File: src/rtl/serial_bus_arbiter.sv
// serial_bus_arbiter: two-requester round-robin arbiter driving a bit-banged
// serial bus (start, 8 data bits MSB first, optional ack, stop).
// Optional feature macro: ACK_CHECK_EN adds the ACK_LO/ACK_HI acknowledge phase
// and the nack status; without it the ack states vanish and nack reads 0.
module serial_bus_arbiter (
  input  logic       clk4,
  input  logic       reset4,
  input  logic       req0,
  input  logic       req1,
  input  logic [7:0] data0,
  input  logic [7:0] data1,
  input  logic       ack_in,
  output logic       gnt0,
  output logic       gnt1,
  output logic       busy,
  output logic       done,
  output logic       nack,
  output logic       scl,
  output logic       sda
);

  typedef enum logic [2:0] {
    IDLE, START, BIT_LO, BIT_HI, ACK_LO, ACK_HI, STOP_LO, STOP_HI
  } state_t;

  state_t     state, state_nx;
  logic [7:0] shift, shift_nx;
  logic [2:0] cnt, cnt_nx;
  // owner doubles as the round-robin pointer: it always holds the last winner
  logic       owner, owner_nx;
  logic       win;
  logic       scl_nx, sda_nx, busy_nx, done_nx;

`ifndef ACK_CHECK_EN
  // ack_in has no function when the acknowledge phase is compiled out
  logic unused_ack;
  assign unused_ack = ack_in;
`endif

  // Tie goes to whoever was not granted last; a lone request simply wins
  assign win = (req0 && req1) ? ~owner : req1;

  // State, datapath and registered bus/status outputs
  always_ff @(posedge clk4 or posedge reset4) begin
    if (reset4) begin
      state <= IDLE;
      shift <= 8'h00;
      cnt   <= 3'd0;
      owner <= 1'b1;
      scl   <= 1'b1;
      sda   <= 1'b1;
      gnt0  <= 1'b0;
      gnt1  <= 1'b0;
      busy  <= 1'b0;
      done  <= 1'b0;
      nack  <= 1'b0;
    end else begin
      state <= state_nx;
      shift <= shift_nx;
      cnt   <= cnt_nx;
      owner <= owner_nx;
      scl   <= scl_nx;
      sda   <= sda_nx;
      busy  <= busy_nx;
      gnt0  <= busy_nx & ~owner_nx;
      gnt1  <= busy_nx & owner_nx;
      done  <= done_nx;
`ifdef ACK_CHECK_EN
      if (state == ACK_HI) nack <= ack_in;
`else
      nack  <= 1'b0;
`endif
    end
  end

  // Next-state, arbitration and shift/counter update
  always_comb begin
    state_nx = state;
    shift_nx = shift;
    cnt_nx   = cnt;
    owner_nx = owner;
    case (state)
      IDLE: begin
        if (req0 || req1) begin
          state_nx = START;
          owner_nx = win;
          shift_nx = win ? data1 : data0;
          cnt_nx   = 3'd7;
        end
      end
      START:  state_nx = BIT_LO;
      BIT_LO: state_nx = BIT_HI;
      BIT_HI: begin
        if (cnt == 3'd0) begin
`ifdef ACK_CHECK_EN
          state_nx = ACK_LO;
`else
          state_nx = STOP_LO;
`endif
        end else begin
          shift_nx = {shift[6:0], 1'b0};
          cnt_nx   = cnt - 3'd1;
          state_nx = BIT_LO;
        end
      end
`ifdef ACK_CHECK_EN
      ACK_LO:  state_nx = ACK_HI;
      ACK_HI:  state_nx = STOP_LO;
`endif
      STOP_LO: state_nx = STOP_HI;
      STOP_HI: state_nx = IDLE;
      default: state_nx = IDLE;
    endcase
  end

  // Output decode of the upcoming state, so scl/sda leave a flop cleanly
  always_comb begin
    scl_nx  = 1'b1;
    sda_nx  = 1'b1;
    busy_nx = (state_nx != IDLE);
    done_nx = (state == STOP_HI);
    case (state_nx)
      IDLE:    begin scl_nx = 1'b1; sda_nx = 1'b1;        end
      START:   begin scl_nx = 1'b1; sda_nx = 1'b0;        end
      BIT_LO:  begin scl_nx = 1'b0; sda_nx = shift_nx[7]; end
      BIT_HI:  begin scl_nx = 1'b1; sda_nx = shift_nx[7]; end
      ACK_LO:  begin scl_nx = 1'b0; sda_nx = 1'b1;        end
      ACK_HI:  begin scl_nx = 1'b1; sda_nx = 1'b1;        end
      STOP_LO: begin scl_nx = 1'b0; sda_nx = 1'b0;        end
      STOP_HI: begin scl_nx = 1'b1; sda_nx = 1'b0;        end
      default: begin scl_nx = 1'b1; sda_nx = 1'b1;        end
    endcase
  end

endmodule
File: config.mk
export PLATFORM = sky130hd
export DESIGN_NAME = serial_bus_arbiter
export DESIGN_NICKNAME = d
export VERILOG_FILES = /design/src/rtl/serial_bus_arbiter.sv
export SDC_FILE = /design/constraint.sdc
export NUM_CORES = 1
export LEC_CHECK = 0
export BUFFER_PORTS_ARGS = -buffer_cell sky130_fd_sc_hd__buf_2
export CAP_MARGIN = 20
export CORE_UTILIZATION = 46
export DETAILED_ROUTE_END_ITERATION = 12
export HOLD_SLACK_MARGIN = 0.06
export PLACE_DENSITY = 0.78
export REMOVE_ABC_BUFFERS = 1
export SKIP_LAST_GASP = 1
export SLEW_MARGIN = 40
export SYNTH_ARGS = -nofsm -noshare
export SYNTH_HDL_FRONTEND = slang
export SYNTH_SLANG_ARGS = --single-unit
File: constraint.sdc
create_clock -name clk4 -period 1.6 [get_ports clk4]
set_clock_uncertainty 0.05 [all_clocks]
set_input_delay 0.16 -clock clk4 [delete_from_list [all_inputs] [get_ports clk4]]
set_output_delay 0.16 -clock clk4 [all_outputs]
set_load 0.02 [all_outputs]
# == Yosys cells after proc, flatten, opt, wreduce, memory -nomap -nowiden ==
# Cells that the tools add are included.
# totals
input_bits,21
out_inout_bits,7
word_cells,58
reg_bits,21
# op_classes
n_mux,15
add_sub_neg,1
n_bitwise,4
n_eq_ne,14
n_reduce_logical,13
# op_table
cell,n
2-to-1 mux 8 bit,3
"== test 3 bit, second input constant",6
one-hot mux 8 bit (2 select lines),1
one-hot mux 3 bit (5 select lines),1
"== test 3 x 2 -> 1 bit, second input constant",4
2-to-1 mux 3 bit,4
zero test 3 bit,3
OR reduction 3 bit,3
"== test 3 x 1 -> 1 bit, second input constant",2
one-hot mux 3 bit (2 select lines),1
OR reduction 5 bit,1
"inequality test 2 bit, second input constant",2
2-to-1 mux 1 bit,3
one-hot mux 1 bit (3 select lines),1
AND reduction 3 bit,1
nonzero test 3 bit,1
"subtractor 3 x 1 -> 3 bit, second input constant",1
bitwise AND 1 bit,2
NOT 1 bit,2
one-hot mux 1 bit (2 select lines),1
nonzero test 2 bit,1
OR reduction 2 bit,1
logical AND 1 bit,1
logical OR 1 bit,1

# == Logic depth before layout (Yosys ltp) ==
# logic_depth
ltp_word,6
mapped_depth,6
mapped_depth_nobuf,6

# == Least setup slack after synthesis ==
# No wires, ideal clock.
# synth_path
path_type,register to register
startpoint,reg state[0]
endpoint,reg cnt[1]
arrival_ns,1.462
setup_slack_ns,-0.037
setup_time_ns,0.125
synth_period_minus_slack_ns,1.637
required_time_ns,1.425
stages_incl_launch_ff,5
n_path_buf,1
path_cell_list,dfrtp_1 buf_6 or3_4 o22ai_4 mux2_4
# synth_between
elab_chain_cells,3
word_cells_on_any_way,7
cone_classes,eq/ne (3); mux (1); reduce/logical (3)
# synth_lines
element,line,source
"start, declared",26,"state_t state, state_nx;"
"start signal, assigned",58,state <= state_nx;
== test 3 x 2 -> 1 bit / zero test 3 bit (equally long branches),82,case (state)
inequality test 2 bit (no line) / nonzero test 2 bit (equally long branches),n/a,
AND reduction 3 bit (no line),n/a,
"end signal, assigned",60,cnt <= cnt_nx;
"end, declared",28,"logic [2:0] cnt, cnt_nx;"
# Parallel ways exist; a longest one is shown, timed or not.
# A chain may end at the register's enable or synchronous reset.

# == Final worst setup path ==
# layout_path
startpoint,reg cnt[0]
endpoint,reg gnt1
# layout_between
elab_chain_cells,5
# layout_lines
element,line,source
zero test 3 bit,94,if (cnt == 3'd0) begin
2-to-1 mux 3 bit,94,
one-hot mux 3 bit (5 select lines),82,
via state_nx[2],26,
nonzero test 3 bit,120,busy_nx = (state_nx != IDLE);
bitwise AND 1 bit,66,gnt1 <= busy_nx & owner_nx;
"end signal, assigned",66,
"end, declared",14,"output logic gnt1,"
# The timed path passes the listed nets, and every way through them passes these cells.

==> summary.md <==
The flow ran to the end, and the final reports show no timing, DRC or antenna violations. The run gives 868 as the total via count after detailed routing. The critical path contains buffers and inverters numbering 2 combined.

The die is 50.25 um wide. Setup repair after global routing left no endpoint under its margin. The total overflow left after global routing is 0. Kind of launch point of the worst setup path: a flop. Among cell families on the critical path, the largest total delay comes from compound AO/OA/AOI/OAI gates. The met2 wire length is 1124 um.

The type of destination of the critical path was a flop. In this run the mean area of a mapped cell was 10.71 um2. The count of nets left with antenna violations once routing finished came out at 0.

The global-route usage over all layers is 0.1978, and the share of async-settable or async-resettable flops after synthesis is 1.000. At the worst endpoint, the required time is 1.74 ns. Type of the tightest min-delay check: in2reg. Cell area after synthesis: 1071 um2. After floorplanning, the core was divided into 17 placement rows. The run gives 0.30 ns as the clock latency at the later pin of the worst-skew pair. The detailed router finished its first iteration with 22 violations. The tools report the H-tree depth reported by CTS as 1. The logs give 1.66 ns for the critical path data arrival time and 28 for the number of ports placed on the die boundary. The fraction of final layout cells with drive strength greater than 1 came out at 0.3657. Relative to the synthesized area, the layout overhead comes to 23.25%. In the synthesized netlist the dominant register cell turns out to be dfrtp_1.

Input and output buffers added on the ports amount to 25. Setup violations remaining at the end of the flow were counted as 0. The static power due to leakage was 0.6325 nW. The clock sink total is 21, and the largest driver fanout on the critical path is 3. After detailed routing, the wire length on met1 is 829 um.

For the area of the core, the log shows 2212 um2. Across the run, the number of max-cap violations was 0. Counting along the longest clock path gives a buffer depth of 2.

The die footprint is 2525 um2. The largest single stage delay on the critical path is 0.39 ns. Maximum resistive drop on vdd: 0.0009362 V. The via count of the first global-routing pass was 908. TritonCTS built the clock tree. The clock-pin transition on the worst setup and hold timing paths is 0.12 ns, and the max-slew violation count is 0. The cell count after synthesis came out at 100. The synthesized flop and latch total is 21, and the DRC violation count after routing is 0. The critical-path cell with the highest stage delay is dfrtp_1.

For this run, the post-layout net count is 158. The share of the cycle needed by the critical path after routing was 0.9493; the pin count of the biggest net entering global routing was 22. During synthesis, Yosys emitted a total of 0 warnings.

The number of buffers created by CTS was 3; the count of inserted antenna diode cells was 0. The number of antenna violations at the first check in global routing is 0. The first global-routing pass estimated 3705 um of wire. The total iterations of the first detailed-routing run came out at 6.

The final-report hold violation count came out at 0. Walking the worst path, the cells encountered are inv_1, ha_2, nor4bb_1, o21ai_1, inv_2, o31a_1. The overall power of the completed layout was 0.002092 W. The filler cell count in the final layout is 202, and the detail-routed via count per cell is 5.358.

The top metal layer carrying routed signals is met4. The synthesized netlist contains 35 unique library cells. The logs give 1601 um for the estimated wirelength of the detail-placed design and 0.4842 for the initial core utilization. The die outline height is 50.25 um, and the worst hold margin is 0.1003 ns. The synthesized design contains 0 enable-type register cells. Timing would allow up to 658.4 MHz. The detailed-route wire length is 2074 um. The tools report the met3 layer wire length in the routed design as 90 um. The final critical path time including I/O delays and setup is 1.519 ns. Routability-driven placement finished with a final weighted congestion of 0.8027. For the portion of the post-synthesis area used by sequential elements, the log shows 0.4942.

The routed wirelength normalized by instance count was 12.80 um. The class of the most critical setup path was reg2reg. The tools report the clock root buffer as clkbuf_4. The power per unit of standard cell area came out at 1585 nW/um2.
[cells by family after synthesis]
logic type,synth area share
compound gates,0.1554
fa+ha+maj,0.02336
buf+inv,0.08878
other cells,0.003501
flops,0.4942
mux,0.08878
simple gates,0.1460
[routing by layer]
metal  GRT usage  vias to the layer above
met5           0                        -
met4     0.09524                        0
met3     0.02727                        4
met2      0.3867                       29
met1      0.2000                      415
li1            -                      420
[cell type report]
cell class              instances  area [um2]  share of cell area
clock buffers                   4       26.28             0.01991
repair buffers                 36       214.0              0.1621
inverters                      14       52.55             0.03981
multi-input cells              59       462.9              0.3507
well taps                      28       35.03             0.02654
flip-flops and latches         21       529.3              0.4009
[final timing paths]
path	slack [ns]	cells past startpoint	to	from
hold reg to reg	0.47	2	shift[4]	shift[3]
max in group asynchronous	0.87	4	sda	reset4
setup / recovery	0.08	6	gnt1	cnt[0]
min in group asynchronous	0.36	4	shift[4]	reset4
setup reg to reg	0.08	6	gnt1	cnt[0]
hold / removal	0.10	3	shift[0]	data1[0]
[placed cells by master (no fill, tap or decap), types with 3 or more instances in the layout]
cell type	count
inv_1	13
buf_2	25
dfstp_2	3
dfrtp_1	18
o21ai_0	4
nor2_1	3
nand2_1	3
clkbuf_4	3
nand3_1	9
buf_4	9
o221ai_1	7
mux2i_1	8
[worst register-to-register path: cells and delay by family (launching register included)]
family                   cells  cell delay, ns
AND/OR/NAND/NOR              1            0.14
adder cells (fa/ha/maj)      1            0.20
AO/OA/AOI/OAI                2            0.48
flip-flops                   1            0.39
buffers and inverters        2            0.16
[sequential cells by signal, summed over array words and instances (netlist names)]
signal / flops
gnt1: 1
busy: 1
done: 1
state: 3
cnt: 3
gnt0: 1
owner: 1
sda: 1
scl: 1
shift: 8
[per-stage QoR]
stage | worst slack (ns) | util | cell area (um2) | cells | setup TNS, ns
floorplan | -0.2318 | - | 1028 | 94 | -1.815
global placement | 0.05277 | 0.5679 | 1256 | 156 | 0
detailed placement | -0.007020 | 0.5679 | 1256 | 156 | -0.009130
CTS | 0.03955 | 0.5854 | 1295 | 161 | 0
global route | 0.002520 | 0.5967 | 1320 | 162 | 0
finish | 0.08110 | 0.5967 | 1320 | 162 | 0
[report_power, final]
| part | internal, W | switching [W] |
|---|---|---|
| logic | 0.000471 | 0.000511 |
| clock network | 0.0000972 | 0.000156 |
| registers | 0.000749 | 0.000109 |
[timing repair]
action                                  in CTS  in global routing
endpoints found under the hold margin       18                  0
buffers inserted                             0                  1
hold buffers                                 1                  0
endpoints found under the setup margin       5                  8
pin swaps                                    0                  3
gates resized for setup                      2                  5
[cell usage after synthesis, types with 2 or more instances]
| master | count | area share |
|---|---|---|
| a31oi_1 | 2 | 0.012 |
| buf_6 | 2 | 0.021 |
| clkbuf_1 | 2 | 0.0070 |
| dfrtp_1 | 18 | 0.42 |
| dfstp_2 | 3 | 0.074 |
| ha_1 | 2 | 0.023 |
| inv_1 | 14 | 0.049 |
| mux2i_1 | 8 | 0.075 |
| nand2_1 | 3 | 0.011 |
| nand3_1 | 9 | 0.042 |
| nor2_1 | 3 | 0.011 |
| o21ai_0 | 5 | 0.023 |
| o221ai_1 | 7 | 0.057 |
(Power assumes the default switching activity.)
